$ cat config.mk
export PLATFORM = sky130hd
export DESIGN_NAME = inval_line_coalescer
export DESIGN_NICKNAME = d
export VERILOG_FILES = /design/src/rtl/inval_line_coalescer.sv
export SDC_FILE = /design/constraint.sdc
export NUM_CORES = 1
export LEC_CHECK = 0
export ABC_AREA = 1
export CORE_MARGIN = 2
export CORE_UTILIZATION = 61
export CTS_CLUSTER_SIZE = 28
export DETAILED_ROUTE_END_ITERATION = 6
export HOLD_SLACK_MARGIN = 0.1
export PLACE_DENSITY = 0.82
export RECOVER_POWER = 50
export SYNTH_ARGS = -nofsm -noshare
export SYNTH_HDL_FRONTEND = slang
export SYNTH_SLANG_ARGS = --single-unit
$ cat constraint.sdc
create_clock -name clk_i -period 4.5 [get_ports clk_i]
set_input_delay 0.9 -clock clk_i [delete_from_list [all_inputs] [get_ports clk_i]]
set_output_delay 0.9 -clock clk_i [all_outputs]
set_load 0.02 [all_outputs]
$ cat src/rtl/inval_line_coalescer.sv
// Line-aligns L1 invalidation requests, drops lines already pending or recently issued, and queues
// the rest. Optional counters behind `INVAL_COALESCE_STATS_EN.
module inval_line_coalescer #(
  parameter int unsigned AddrWidth   = 64,
  parameter int unsigned L1LineWidth = 16,
  parameter int unsigned FifoDepth   = 4,
  parameter int unsigned HistDepth   = 4
) (
  input  logic                 clk_i,
  input  logic                 rst_ni,
  input  logic [AddrWidth-1:0] inval_addr_i,
  input  logic                 inval_valid_i,
  output logic                 inval_ready_o,
  input  logic                 hist_clear_i,
  output logic [AddrWidth-1:0] l1_inval_addr_o,
  output logic                 l1_inval_valid_o,
  input  logic                 l1_inval_ready_i
`ifdef INVAL_COALESCE_STATS_EN
  ,
  output logic [31:0]          stat_rx_o,
  output logic [31:0]          stat_drop_o,
  output logic [31:0]          stat_issue_o
`endif
);

  localparam int unsigned OffW  = $clog2(L1LineWidth);
  localparam int unsigned TagW  = AddrWidth - OffW;
  localparam int unsigned PtrW  = $clog2(FifoDepth);
  localparam int unsigned CntW  = PtrW + 1;
  localparam int unsigned HPtrW = (HistDepth > 1) ? $clog2(HistDepth) : 1;

  typedef logic [TagW-1:0] tag_t;

  tag_t                 in_tag;
  tag_t                 fifo_q [FifoDepth];
  logic [PtrW-1:0]      wr_ptr_q, rd_ptr_q;
  logic [CntW-1:0]      cnt_q, cnt_d;
  logic [FifoDepth-1:0] fifo_vld;

  tag_t                 hist_q [HistDepth];
  logic [HistDepth-1:0] hist_vld_q;
  logic [HPtrW-1:0]     hist_ptr_q;

  logic empty, full, pend_hit, hist_hit, drop, push, pop;

  assign in_tag = inval_addr_i[AddrWidth-1:OffW];
  assign empty  = (cnt_q == '0);
  assign full   = (cnt_q == CntW'(FifoDepth));

  // An entry is live when its distance from the head is below the occupancy.
  always_comb begin
    fifo_vld = '0;
    for (int i = 0; i < FifoDepth; i++) begin
      fifo_vld[i] = ({1'b0, PtrW'(PtrW'(i) - rd_ptr_q)} < cnt_q);
    end
  end

  always_comb begin
    pend_hit = 1'b0;
    for (int i = 0; i < FifoDepth; i++) begin
      if (fifo_vld[i] && (fifo_q[i] == in_tag)) pend_hit = 1'b1;
    end
  end

  always_comb begin
    hist_hit = 1'b0;
    for (int i = 0; i < HistDepth; i++) begin
      if (hist_vld_q[i] && (hist_q[i] == in_tag)) hist_hit = 1'b1;
    end
    if (hist_clear_i) hist_hit = 1'b0;
  end

  assign drop          = inval_valid_i && (pend_hit || hist_hit);
  assign push          = inval_valid_i && !drop && !full;
  assign pop           = !empty && l1_inval_ready_i;
  assign inval_ready_o = drop || !full;

  assign l1_inval_valid_o = !empty;
  assign l1_inval_addr_o  = empty ? '0 : {fifo_q[rd_ptr_q], {OffW{1'b0}}};

  always_comb begin
    cnt_d = cnt_q;
    case ({push, pop})
      2'b10:   cnt_d = cnt_q + CntW'(1);
      2'b01:   cnt_d = cnt_q - CntW'(1);
      default: cnt_d = cnt_q;
    endcase
  end

  always_ff @(posedge clk_i or negedge rst_ni) begin
    if (!rst_ni) begin
      wr_ptr_q <= '0;
      rd_ptr_q <= '0;
      cnt_q    <= '0;
    end else begin
      cnt_q <= cnt_d;
      if (push) wr_ptr_q <= wr_ptr_q + PtrW'(1);
      if (pop)  rd_ptr_q <= rd_ptr_q + PtrW'(1);
    end
  end

  always_ff @(posedge clk_i or negedge rst_ni) begin
    if (!rst_ni) begin
      for (int i = 0; i < FifoDepth; i++) fifo_q[i] <= '0;
    end else if (push) begin
      fifo_q[wr_ptr_q] <= in_tag;
    end
  end

  // A clear and a pop in the same cycle leave only the popped line valid.
  always_ff @(posedge clk_i or negedge rst_ni) begin
    if (!rst_ni) begin
      for (int i = 0; i < HistDepth; i++) hist_q[i] <= '0;
      hist_vld_q <= '0;
      hist_ptr_q <= '0;
    end else begin
      if (hist_clear_i) hist_vld_q <= '0;
      if (pop) begin
        hist_q[hist_ptr_q]     <= fifo_q[rd_ptr_q];
        hist_vld_q[hist_ptr_q] <= 1'b1;
        hist_ptr_q             <= (hist_ptr_q == HPtrW'(HistDepth - 1)) ? '0
                                                                        : hist_ptr_q + HPtrW'(1);
      end
    end
  end

`ifdef INVAL_COALESCE_STATS_EN
  logic [31:0] stat_rx_q, stat_drop_q, stat_issue_q;

  always_ff @(posedge clk_i or negedge rst_ni) begin
    if (!rst_ni) begin
      stat_rx_q    <= '0;
      stat_drop_q  <= '0;
      stat_issue_q <= '0;
    end else begin
      if (inval_valid_i && inval_ready_o) stat_rx_q <= stat_rx_q + 32'd1;
      if (drop) stat_drop_q  <= stat_drop_q + 32'd1;
      if (pop)  stat_issue_q <= stat_issue_q + 32'd1;
    end
  end

  assign stat_rx_o    = stat_rx_q;
  assign stat_drop_o  = stat_drop_q;
  assign stat_issue_o = stat_issue_q;
`endif

endmodule

==> reports/results.ini <==
[logic_synthesis]
synth_cells=3743
synth.most_common_cell=nand2_1
synth_edf_count=0
avgSynthCellArea_um2=7.523
synth_top_cell_area_share=0.4381
synth_ff_type=dfrtp_1
ys_warn_count=0
synth_common_cells=nand2_1, dfrtp_1, nor2_1
synth_seq_area_share=0.4381
ys_ff_latch=493
synth_area_leaders=dfrtp_1, nand2_1, nand4_1, o21ai_0, nor2_1
synth_area_leader_cell=dfrtp_1
synthDistinctLibCells=37
synthesis.area_um2=28160
synthArstFlopShare=1.000

[setup_path]
endpoint_kind=output port
reg2reg_depth=7
start_kind=flip-flop
r2r-start=cnt_q[0]
worst_path_max_delay_cell=a221oi_1
required_ns=3.60
cp_num_buf_inv=3
path_depth=7
cp_cell_sequence=nand2_1 -> inv_2 -> buf_12 -> a22o_1 -> a221oi_1 -> nor2_1 -> clkdlybuf4s50_1
path_delay_family=compound AO/OA/AOI/OAI gates
startpoint=rd_ptr_q[1]
path_class=reg2out
cp_max_fo=54
critPathArrivalTime_ns=3.65
max_stage_delay_ns=1.06

[placed_design]
dp.cells=4529
place_congestion=1.070
hpwl_um=87930
numPortBuffers=126

[run_status]
violations=design-rule violations, max-capacitance violations, max-slew violations, negative setup slack
outcome=finished, violations left

[die]
initial_core_util=0.6192
die_area_um2=47900
die_x_um=218.9
design.portCount=135
core_area_um2=45480
die_y_um=218.9
placementRows=78

[global_routing]
grt_pass1_vias=27200
groute.usage.overall=0.5236
grt_max_degree=151
antenna_found_initial=7
grt_first_pass_wirelength_um=179900
gr-total-overflow=0

[pwr]
p_leak_nw=16.50
ir_drop_mv=1.233
finalPower_mw=26.15
p_per_area_nw_per_um2=787.5

[layout]
final_nets=4067
area_delta_synth_final_pct=17.92
fillers=3670
stdcell_count=4631
drive_gt1_frac=0.1034

[timing]
period_needed_ns=4.552
fmax_mhz=219.7
slew_headroom=-0.8804
rsz0062_at_grt=no
fin_ws_ns=-0.05244
fin_skew_ns=0.01793
final.period_utilization=1.012
tightest_slew_ns=2.821
drv_slew=536
hold_viol_final=0
finalSetupViolations=2

[hold_path]
hold_depth=2
hold_path.class=reg2reg
min_from=hist_q[122]

[detailed_routing]
first_pass_iters=7
ant_nets=0
drt-vias-per-instance=6.337
wl_per_cell_um=27.02
drt_wl_total_um=125100
routed-via-count=29350
drtIter0Drc=5229
drc_errors=13

[cts]
cts_hold_buf=0
cts.sinks=493
root_buffer=clkbuf_16
cts_tree=done
htreeDepth=2
cts_buffers=53
clkTransAtPathRegs_ns=0.06
insertion_delay_ns=0.63
clk_path_buf_depth=3

[run]
drv_cap=8

[state kept, by name, indices dropped and copies added (netlist names)]
signal and flops:
hist_ptr_q 2, rd_ptr_q 2, hist_vld_q 4, hist_q 240
cnt_q 3, wr_ptr_q 2, fifo_q 240
[cell families (layout without fill, tap and decap cells)]
family | Yosys count | after routing | share of synthesized area
and+or+nand+nor | 1992 | 1992 | 0.2910
buffers and inverters | 523 | 802 | 0.08207
DFF | 493 | 493 | 0.4381
AOI/OAI and AO/OA | 440 | 440 | 0.09278
xor gates and xnor gates | 227 | 227 | 0.07061
muxes | 53 | 53 | 0.01884
adders and majority gates | 14 | 14 | 0.006488
other | 1 | 10 | 0.0001332
[cells in the final DEF, fill, tap and decap left out, types with 5 or more instances in the layout]
cell type	count
a21oi_1	13
a221oi_1	52
a22o_1	43
a22oi_1	8
buf_12	16
buf_4	282
clkbuf_1	19
clkbuf_16	55
clkbuf_2	7
clkbuf_8	17
clkdlybuf4s50_1	122
dfrtp_1	493
diode_2	6
ha_1	9
inv_1	264
inv_2	8
mux2i_1	53
nand2_1	1369
nand3_1	11
nand4_1	266
nor2_1	326
nor2_2	5
nor2_4	6
o21a_1	7
o21ai_0	289
o21ai_1	21
xnor2_1	104
xor2_1	123
[worst reg2reg max path, delay by kind of cell (launching register included)]
family / cells / cell delay (ns)
AO/OA/AOI/OAI: 1 / 0.79
buffers and inverters: 3 / 1.94
flip-flops: 1 / 0.45
AND/OR/NAND/NOR: 3 / 0.65
[per-layer routing]
metal / global-route usage / up-vias / routed length, um
li1: - / 12530 / -
met1: 0.6636 / 13830 / 43550
met2: 0.7346 / 2382 / 50740
met3: 0.1861 / 599 / 18830
met4: 0.3899 / 8 / 11920
met5: 0.008333 / - / 87
[stage by stage]
step	setup TNS, ns	utilization	instance area, um^2	setup slack, ns	hold WS (ns)
global route	0	0.7299	33190	0.02108	0.5138
CTS	0	0.7320	33290	0.1149	0.3259
detailed placement	-3.020	0.6938	31550	-0.1214	0.4687
finish	-0.09534	0.7301	33200	-0.05244	0.4884
global placement	-0.2780	0.6938	31550	-0.1383	0.4630
floorplan	0	-	28170	0.9216	0.4495
[path summary, 6_finish.rpt]
| path | endpoint | slack, ns |
|---|---|---|
| worst max-delay path | l1_inval_addr_o[26] | -0.05 |
| worst min-delay path | hist_q[122] | 0.49 |
| worst max register to register | hist_q[0] | 0.55 |
| worst min register to register | hist_q[122] | 0.49 |
| max in group asynchronous | fifo_q[54] | 0.59 |
| min in group asynchronous | hist_q[138] | 0.94 |
[repair_timing]
item                                    CTS  global route
setup buffers                             0             0
gates resized for setup                   2            12
pin swaps                                 0             1
endpoints found under the hold margin     0             0
endpoints found under the setup margin    1             1
[area by class of cell]
type / count / area (um^2) / area share
antenna: 6 / 15.01 / 0.0004522
clock buffer: 90 / 1678 / 0.05053
clock inverter: 6 / 61.31 / 0.001846
inverter: 274 / 1028 / 0.03097
multi-input combinational: 2730 / 13600 / 0.4096
sequential: 493 / 12340 / 0.3715
tap: 600 / 750.7 / 0.02261
timing repair buffer: 432 / 3732 / 0.1124
[power breakdown]
part           switching (mW)  internal [mW]
sequential               1.77           6.35
clock                    1.92           2.57
combinational            8.98           4.56
total                    12.7           13.5
No activity file was read; power rests on OpenSTA's default activity.
